===== src/rtl/uart_bus_responder_if.sv =====
// Peripheral bus bundle for the UART responder: request/address/payload in, data/completion out.
interface uart_bus_responder_if;
  logic        read;
  logic        write;
  logic [31:0] address;
  logic [31:0] write_data;
  logic [31:0] read_data;
  logic        response;

  modport master (output read, write, address, write_data, input read_data, response);
  modport slave  (input read, write, address, write_data, output read_data, response);
endinterface


===== src/rtl/uart_bus_responder.sv =====
// Memory-mapped 8N1 UART responder with TX/RX byte FIFOs, STATUS flags and a fixed baud divisor.
module uart_bus_responder #(
  parameter int unsigned CLOCK_FREQ           = 25000000,
  parameter int unsigned BAUD_RATE            = 9600,
  parameter logic [31:0] DEVICE_START_ADDRESS = 32'h00002000,
  parameter logic [31:0] DEVICE_FINAL_ADDRESS = 32'h0000200C,
  parameter int unsigned BUFFER_SIZE          = 16
) (
  input  logic                       clk,
  input  logic                       rst,
  uart_bus_responder_if.slave        bus,
  input  logic                       rx,
  output logic                       tx
);

  localparam int unsigned DIV      = CLOCK_FREQ / BAUD_RATE;
  localparam int unsigned CW       = (DIV > 1) ? $clog2(DIV) : 1;
  localparam int unsigned AW       = $clog2(BUFFER_SIZE);
  localparam logic [CW-1:0] DIV_LAST = CW'(DIV - 1);
  localparam logic [CW-1:0] DIV_HALF = CW'(DIV / 2 - 1);

  localparam logic [1:0] ST_IDLE  = 2'd0;
  localparam logic [1:0] ST_START = 2'd1;
  localparam logic [1:0] ST_DATA  = 2'd2;
  localparam logic [1:0] ST_STOP  = 2'd3;

  // Bus decode
  logic       sel, req, do_write, do_read, stat_clr;
  logic [1:0] reg_idx;
  logic [31:0] rd_mux;

  assign sel      = (bus.address >= DEVICE_START_ADDRESS) && (bus.address <= DEVICE_FINAL_ADDRESS);
  assign req      = (bus.read | bus.write) & sel & ~bus.response;
  assign reg_idx  = 2'((bus.address - DEVICE_START_ADDRESS) >> 2);
  assign do_write = req & bus.write;
  assign do_read  = req & bus.read & ~bus.write;
  assign stat_clr = do_read && (reg_idx == 2'd2);

  // FIFOs
  logic [7:0]  tx_mem [BUFFER_SIZE];
  logic [7:0]  rx_mem [BUFFER_SIZE];
  logic [AW:0] tx_wp, tx_rp, rx_wp, rx_rp;
  logic        tx_full, tx_empty, rx_full, rx_empty;
  logic        tx_push, tx_pop, rx_push, rx_pop;

  assign tx_empty = (tx_wp == tx_rp);
  assign tx_full  = (tx_wp[AW] != tx_rp[AW]) && (tx_wp[AW-1:0] == tx_rp[AW-1:0]);
  assign rx_empty = (rx_wp == rx_rp);
  assign rx_full  = (rx_wp[AW] != rx_rp[AW]) && (rx_wp[AW-1:0] == rx_rp[AW-1:0]);

  // TX engine
  logic [1:0]    tx_state;
  logic [CW-1:0] tx_cnt;
  logic [2:0]    tx_bit;
  logic [7:0]    tx_shift;
  logic          tx_busy;

  assign tx_busy = (tx_state != ST_IDLE);
  assign tx_push = do_write && (reg_idx == 2'd0) && !tx_full;
  assign tx_pop  = (tx_state == ST_IDLE) && !tx_empty;

  // RX engine
  logic          rx_s1, rx_s2, rx_prev;
  logic [1:0]    rx_state;
  logic [CW-1:0] rx_cnt;
  logic [2:0]    rx_bit;
  logic [7:0]    rx_shift;
  logic          rx_stop_smp, rx_good, ferr_set, ovr_set;
  logic          overrun, frame_err;

  assign rx_stop_smp = (rx_state == ST_STOP) && (rx_cnt == DIV_LAST);
  assign rx_good     = rx_stop_smp & rx_s2;
  assign ferr_set    = rx_stop_smp & ~rx_s2;
  assign ovr_set     = rx_good & rx_full;
  assign rx_push     = rx_good & ~rx_full;
  assign rx_pop      = do_read && (reg_idx == 2'd1) && !rx_empty;

  always_comb begin
    rd_mux = '0;
    case (reg_idx)
      2'd1:    if (!rx_empty) rd_mux = {23'b0, 1'b1, rx_mem[rx_rp[AW-1:0]]};
      2'd2:    rd_mux = {25'b0, tx_busy, frame_err, overrun, rx_full, rx_empty, tx_empty, tx_full};
      2'd3:    rd_mux = 32'(DIV);
      default: rd_mux = '0;
    endcase
  end

  always_ff @(posedge clk) begin
    if (tx_push) tx_mem[tx_wp[AW-1:0]] <= bus.write_data[7:0];
    if (rx_push) rx_mem[rx_wp[AW-1:0]] <= rx_shift;
  end

  always_ff @(posedge clk) begin
    if (rst) begin
      tx_wp <= '0; tx_rp <= '0; rx_wp <= '0; rx_rp <= '0;
    end else begin
      if (tx_push) tx_wp <= tx_wp + 1'b1;
      if (tx_pop)  tx_rp <= tx_rp + 1'b1;
      if (rx_push) rx_wp <= rx_wp + 1'b1;
      if (rx_pop)  rx_rp <= rx_rp + 1'b1;
    end
  end

  always_ff @(posedge clk) begin
    if (rst) begin
      bus.response  <= 1'b0;
      bus.read_data <= '0;
      overrun       <= 1'b0;
      frame_err     <= 1'b0;
    end else begin
      bus.response  <= req;
      bus.read_data <= do_read ? rd_mux : '0;
      // A flag raised in the same cycle as a STATUS read survives the clear.
      if (ovr_set)       overrun <= 1'b1;
      else if (stat_clr) overrun <= 1'b0;
      if (ferr_set)      frame_err <= 1'b1;
      else if (stat_clr) frame_err <= 1'b0;
    end
  end

  // tx is registered and loaded with the level of the state being entered.
  always_ff @(posedge clk) begin
    if (rst) begin
      tx_state <= ST_IDLE;
      tx_cnt   <= '0;
      tx_bit   <= '0;
      tx_shift <= '0;
      tx       <= 1'b1;
    end else begin
      case (tx_state)
        ST_IDLE: if (!tx_empty) begin
          tx_shift <= tx_mem[tx_rp[AW-1:0]];
          tx_cnt   <= '0;
          tx_state <= ST_START;
          tx       <= 1'b0;
        end
        ST_START: if (tx_cnt == DIV_LAST) begin
          tx_cnt   <= '0;
          tx_bit   <= '0;
          tx_state <= ST_DATA;
          tx       <= tx_shift[0];
        end else tx_cnt <= tx_cnt + 1'b1;
        ST_DATA: if (tx_cnt == DIV_LAST) begin
          tx_cnt <= '0;
          if (tx_bit == 3'd7) begin
            tx_state <= ST_STOP;
            tx       <= 1'b1;
          end else begin
            tx_bit   <= tx_bit + 1'b1;
            tx_shift <= tx_shift >> 1;
            tx       <= tx_shift[1];
          end
        end else tx_cnt <= tx_cnt + 1'b1;
        default: if (tx_cnt == DIV_LAST) begin
          tx_cnt   <= '0;
          tx_state <= ST_IDLE;
        end else tx_cnt <= tx_cnt + 1'b1;
      endcase
    end
  end

  always_ff @(posedge clk) begin
    if (rst) begin
      rx_s1    <= 1'b1;
      rx_s2    <= 1'b1;
      rx_prev  <= 1'b1;
      rx_state <= ST_IDLE;
      rx_cnt   <= '0;
      rx_bit   <= '0;
      rx_shift <= '0;
    end else begin
      rx_s1   <= rx;
      rx_s2   <= rx_s1;
      rx_prev <= rx_s2;
      case (rx_state)
        ST_IDLE: if (rx_prev && !rx_s2) begin
          rx_cnt   <= '0;
          rx_state <= ST_START;
        end
        // Mid-start-bit recheck rejects short low glitches.
        ST_START: if (rx_cnt == DIV_HALF) begin
          rx_cnt   <= '0;
          rx_bit   <= '0;
          rx_state <= rx_s2 ? ST_IDLE : ST_DATA;
        end else rx_cnt <= rx_cnt + 1'b1;
        ST_DATA: if (rx_cnt == DIV_LAST) begin
          rx_cnt   <= '0;
          rx_shift <= {rx_s2, rx_shift[7:1]};
          if (rx_bit == 3'd7) rx_state <= ST_STOP;
          else                rx_bit   <= rx_bit + 1'b1;
        end else rx_cnt <= rx_cnt + 1'b1;
        default: if (rx_cnt == DIV_LAST) begin
          rx_cnt   <= '0;
          rx_state <= ST_IDLE;
        end else rx_cnt <= rx_cnt + 1'b1;
      endcase
    end
  end

endmodule


===== src/flat_wrapper.sv =====
// flat-port wrapper written by rule: the top's interface ports become plain ports
module uart_bus_responder_flat 
#(
  parameter int unsigned CLOCK_FREQ           = 25000000,
  parameter int unsigned BAUD_RATE            = 9600,
  parameter logic [31:0] DEVICE_START_ADDRESS = 32'h00002000,
  parameter logic [31:0] DEVICE_FINAL_ADDRESS = 32'h0000200C,
  parameter int unsigned BUFFER_SIZE          = 16
)
  (clk, rst, rx, tx, bus_read, bus_write, bus_address, bus_write_data, bus_read_data, bus_response);
  uart_bus_responder_if bus_i ();
  input  logic clk;
  input  logic rst;
  input  logic rx;
  output logic tx;
  input wire logic [$bits(bus_i.read)-1:0] bus_read;
  input wire logic [$bits(bus_i.write)-1:0] bus_write;
  input wire logic [$bits(bus_i.address)-1:0] bus_address;
  input wire logic [$bits(bus_i.write_data)-1:0] bus_write_data;
  output wire logic [$bits(bus_i.read_data)-1:0] bus_read_data;
  output wire logic [$bits(bus_i.response)-1:0] bus_response;
  assign bus_i.read = bus_read;
  assign bus_i.write = bus_write;
  assign bus_i.address = bus_address;
  assign bus_i.write_data = bus_write_data;
  assign bus_read_data = bus_i.read_data;
  assign bus_response = bus_i.response;
  uart_bus_responder #(.CLOCK_FREQ(CLOCK_FREQ), .BAUD_RATE(BAUD_RATE), .DEVICE_START_ADDRESS(DEVICE_START_ADDRESS), .DEVICE_FINAL_ADDRESS(DEVICE_FINAL_ADDRESS), .BUFFER_SIZE(BUFFER_SIZE)) u_core (.clk(clk), .rst(rst), .bus(bus_i), .rx(rx), .tx(tx));
endmodule

===== config.mk =====
export PLATFORM = sky130hd
export DESIGN_NAME = uart_bus_responder_flat
export DESIGN_NICKNAME = d
export VERILOG_FILES = /design/src/rtl/uart_bus_responder_if.sv /design/src/rtl/uart_bus_responder.sv /design/src/flat_wrapper.sv
export SDC_FILE = /design/constraint.sdc
export NUM_CORES = 1
export LEC_CHECK = 0
export CORE_ASPECT_RATIO = 1.4
export CORE_MARGIN = 4
export CORE_UTILIZATION = 58
export CTS_CLUSTER_DIAMETER = 40
export DETAILED_ROUTE_END_ITERATION = 6
export PLACE_DENSITY = 0.79
export SYNTH_ARGS = -nofsm -noshare
export SYNTH_HDL_FRONTEND = slang
export SYNTH_SLANG_ARGS = --single-unit

===== constraint.sdc =====
create_clock -name clk -period 5.8 [get_ports clk]
set_input_delay 1.16 -clock clk [delete_from_list [all_inputs] [get_ports clk]]
set_output_delay 1.16 -clock clk [all_outputs]
set_load 0.03 [all_outputs]

# Word-level counts from Yosys, hierarchy flattened
# Memory sizes are Yosys's and may differ from the RTL's. A register that Yosys moved wholly into a read port is not among the register bits.
# Index checks and enable logic that the tools add are counted.
totals:
  register_bits: 109
  latchBits: 0
  ram_bits: 256
  rom_bits: 0
  wordCells: 162
  mem_count: 2
mem_list:
  columns: ["memory", "depth", "width", "rd", "rd_ports_with_merged_regs", "write_ports", "line", "source"]
  rows:
  - ["u_core.rx_mem", 16, 8, 1, 1, 1, "uart_bus_responder.sv:41", "logic [7:0] rx_mem [BUFFER_SIZE];"]
  - ["u_core.tx_mem", 16, 8, 1, 1, 1, "uart_bus_responder.sv:40", "logic [7:0] tx_mem [BUFFER_SIZE];"]
op_classes:
  n_addsub: 9
  n_mul: 0
  n_div: 0
  order_cmp: 2
  n_eq_ne: 29
  shifts: 0
  n_mux: 50
  bitwise: 15
  reduce_logical: 35
op_table:
  columns: ["op", "n"]
  rows:
  - ["12-bit two-way mux", 6]
  - ["12-bit case mux with 3 select lines", 1]
  - ["32-bit by 14-bit >= comparator with 1-bit output, second input constant", 1]
  - ["32-bit by 14-bit <= comparator with 1-bit output, second input constant", 1]
  - ["12-bit by 1-bit adder with 12-bit output, second input constant", 2]
  - ["12-bit == test, second input constant", 2]
  - ["8-bit two-way mux", 3]
  - ["12-bit case mux with 2 select lines", 1]
  - ["2-bit two-way mux", 11]
  - ["5-bit by 1-bit adder with 5-bit output, second input constant", 4]
  - ["3-bit two-way mux", 6]
  - ["4-bit two-way mux", 4]
  - ["8-bit case mux with 2 select lines", 1]
  - ["4-bit AND reduction", 4]
  - ["2-bit by 1-bit inequality test with 1-bit output, second input constant", 7]
  - ["2-bit nonzero test", 7]
  - ["12-bit by 11-bit == test with 1-bit output, second input constant", 1]
  - ["2-bit case mux with 3 select lines", 2]
  - ["3-bit case mux with 2 select lines", 2]
  - ["1-bit logical AND", 11]
  - ["1-bit two-way mux", 11]
  - ["2-bit == test, second input constant", 5]
  - ["5-bit == test", 2]
  - ["5-bit AND reduction", 2]
  - ["other kinds (17)", 43]

# Longest topological paths before layout
logic_depth:
  depth_word: 10
  mapped_depth: 8

# Least setup slack after synthesis
# OpenSTA, ideal clock, no wires.
synth_timing:
  path_kind: "input -> register"
  from: "input bus_address[25]"
  to: "memory u_core.tx_mem[1][0], enable pin"
  setup_time_ns: 0.383
  t_arrival_ns: 2.965
  path_slack_ns: 2.452
  stages: 5
  path_buffers: 0
  path_cell_list: "or4_4 -> nor4_4 -> o2111a_1 -> nand3_1 -> nor3_1"
synth_via:
  elab_chain_len: 9
  word_cells_on_any_way: 10
  classes_between: "order compare: 2; mux: 2; bitwise: 3; reduce/logical: 3"
synth_rtl:
  columns: ["element", "line", "source"]
  rows:
  - ["start: declaration", "flat_wrapper.sv:18", "input wire logic [$bits(bus_i.address)-1:0] bus_address;"]
  - ["32-bit by 14-bit >= comparator with 1-bit output or 32-bit by 14-bit <= comparator with 1-bit output (tied branches)", "uart_bus_responder.sv:32", "assign sel = (bus.address >= DEVICE_START_ADDRESS) && (bus.address <= DEVICE_FINAL_ADDRESS);"]
  - ["1-bit logical AND (*)", "uart_bus_responder.sv:32", null]
  - ["1-bit AND (*) (2 in a row)", "uart_bus_responder.sv:33", "assign req = (bus.read | bus.write) & sel & ~bus.response;"]
  - ["1-bit AND (*)", "uart_bus_responder.sv:35", "assign do_write = req & bus.write;"]
  - ["1-bit logical AND (*) (2 in a row)", "uart_bus_responder.sv:59", "assign tx_push = do_write && (reg_idx == 2'd0) && !tx_full;"]
  - ["1-bit two-way mux (*)", "uart_bus_responder.sv:89", "if (tx_push) tx_mem[tx_wp[AW-1:0]] <= bus.write_data[7:0];"]
  - ["1-bit two-way mux (implied by the code) (*)", "uart_bus_responder.sv:89", null]
  - ["end: declaration", "uart_bus_responder.sv:40", null]
# Every way passes the cells marked *; elsewhere a longest branch is shown, timed or not.

# Final worst setup path
layout_timing:
  from: "input bus_address[25]"
  to: "memory u_core.tx_mem[9][7], enable pin"
# The elaborated chain is that of the path after synthesis.

==> out/metrics.csv <==
metric;value;unit
worst clock skew;0.0260;ns
f_max;280;MHz
R2R Path Start;u_core.rx_cnt[3];
Mapped Cells;989;
first-pass GRT wire length;46900;um
register area share after synthesis;65.4;%
Pleak;5.32;nW
count leader, synth;edfxtp_1;
All-Layer GR Usage;21.6;%
Slew Limit Headroom;28.8;%
required time of the critical path;5.94;ns
Initial Util;59.2;%
Final Critical Period;3.57;ns
Ys Warns;0;
Die H;196;um
Final setup viols;0;
Clock Tree Buf Depth;3;
vias;8478;
wire length after detailed routing;29600;um
post-route ant nets;0;
DR DRC count;3;
Final Max Slew Viols;0;
Critical Path Source;bus_address[25];
grt total ovfl;0;
Post-CTS Repair Setup Buffers;0;
critical path endpoint;u_core.tx_mem[9][7];
max-cap violations;0;
GP Congestion;0.838;
ys async rst share;0;%
share of cells above drive strength 1;13.9;%
WHS;0.421;ns
Mapped Area;0.0147;sq mm
Via density;6.15;
CTS H-tree lvls;2;
Least-Margin Pin Slew;1.07;ns
std cell rows;68;
worst-path maximum fanout;8;
Distinct cells, synth;72;
Critical Path AT;3.71;ns
DP HPWL;19800;um
CP endpoint kind;flop;
RSZ-0062 raised after global routing;no;
status;finished, violations left;
Reg-to-Reg End;u_core.rx_mem[7][4];
core area;0.0248;sq mm
vias in the first global route;8544;
Post-synth top cells;256 x edfxtp_1, 95 x dfxtp_1, 71 x nor2_1;
initial antenna violation count;0;
Mean Syn Cell Area;14.8;sq um
DRT Pass-1 Iters;7;
clock sink count;351;
setup_tns;0;ns
largest net degree at the start of global routing;57;
synthesized flop and latch total;351;
top cell type's share of synthesized area;52.4;%
nets;1127;
R2R cell count;4;
Root Driver;clkbuf_16;
antenna diode count;0;
power per standard cell area;341;mW/mm^2
WHS Path Cells;1;
initial DRC count;752;
post-synth top area cell;edfxtp_1;
die area;0.0279;sq mm
Setup WS post-layout;2.23;ns
leading post-synthesis cells by cell area;edfxtp_1 52%, dfxtp_1 13%, mux4_2 10%;
clk slew on worst S/H paths;0.06;ns
crit path launch type;input pin;
cts hold-fix bufs;0;
Ports;103;
violated checks;DRC;
IO buf count;57;
TritonCTS buffer count;34;
Area Overhead vs Synth;12.8;%
Most used DFF post-synth;edfxtp_1;
Crit Path Class;in -> reg;
Die Width;142;um
post-CTS sizing;0;
fin crit share;61.6;%
WL per Instance;21.5;um
Hold Path Class;reg -> reg;
final-report hold violation count;0;
clock latency on the worst-skew pair;0.52;ns
worst vdd ir;0.326;mV
CTS tree;yes;
pre-CTS WS;1.64;ns
R2R Setup Slk;2.75;ns
Post-synth EDFFs;256;
## worst min-delay path by stage
stage / slack [ns] / startpoint / to
final: 0.42 / u_core.rx_s1 / u_core.rx_s2
after global routing: 0.44 / u_core.rx_s1 / u_core.rx_s2
after CTS: 0.43 / u_core.rx_s1 / u_core.rx_s2
after detailed placement: 0.41 / u_core.rx_s1 / u_core.rx_s2
after global placement: 0.41 / u_core.rx_s1 / u_core.rx_s2
after floorplan: 0.39 / u_core.rx_s1 / u_core.rx_s2
## routing by layer
metal	vias up	global-route usage (%)	share of wire, %
li1	3896	-	-
met1	4233	26.3	37
met2	271	39.4	55
met3	78	3.12	4.7
met4	0	6.76	3.0
met5	-	0	0
## metrics by stage
stage	util, %	power, mW	area (sq um)	std cells
after floorplan	-	3.30	14700	1009
after global placement	62.2	3.43	15400	1316
after detailed placement	62.2	3.45	15400	1316
after CTS	66.8	5.67	16500	1378
after global routing	66.8	5.85	16500	1378
final	66.8	5.63	16500	1378
## layout by cell type, fill, tap and decap left out, types with 22 or more instances in the layout
master,count
edfxtp_1,256
dfxtp_1,93
nor2_1,71
mux4_2,65
clkdlybuf4s50_1,56
a21oi_1,49
nand2_1,38
clkbuf_16,34
nand3_1,28
mux2i_1,22
## worst max-delay path, cell delays in order
cell and delay, ns:
clkdlybuf4s50_1 0.46, or4_4 0.57, nor4_4 0.25, o2111a_1 0.36, nand3_1 0.19, nor2_1 0.71
## logic make-up (layout without fill, tap and decap cells)
family | count (synthesis) | after routing | synth area share (%)
AO/OA/AOI/OAI | 132 | 132 | 6.04
XOR/XNOR | 28 | 28 | 1.67
adder cells (fa/ha/maj) | 21 | 21 | 1.79
buffers and inverters | 94 | 148 | 3.14
flip-flops | 351 | 351 | 65.4
multiplexers | 94 | 94 | 12.0
other | 1 | 21 | 0.0256
AND/OR/NAND/NOR | 268 | 268 | 9.95
## layout make-up
| cell class | count | area [sq um] |
|---|---|---|
| multi-input combinational | 564 | 4690 |
| clock buffer | 40 | 883 |
| fill | 1675 | 8220 |
| clock inverter | 22 | 260 |
| sequential | 351 | 9590 |
| tap | 315 | 394 |
| inverter | 18 | 67.6 |
| timing repair buffer | 68 | 648 |
## flip-flops by register name, summed over array words and instances (netlist names), 2 cells and up, named ones only
register,flops
u_core.rx_shift,8
u_core.tx_state,2
u_core.tx_rp,5
u_core.rx_mem,128
u_core.rx_cnt,12
u_core.tx_mem,128
u_core.tx_bit,3
u_core.tx_shift,8
u_core.tx_cnt,12
u_core.tx_wp,5
u_core.rx_wp,5
u_core.rx_rp,5
u_core.bus.read_data,10
u_core.rx_bit,3
u_core.rx_state,2
## power breakdown
part           switching, mW  internal (mW)  leakage (nW)
Sequential            0.0364           2.72          3.10
Clock                  0.947           1.30         0.556
Combinational          0.358          0.279          1.66
Note: power is estimated with default switching activity, not from simulation.
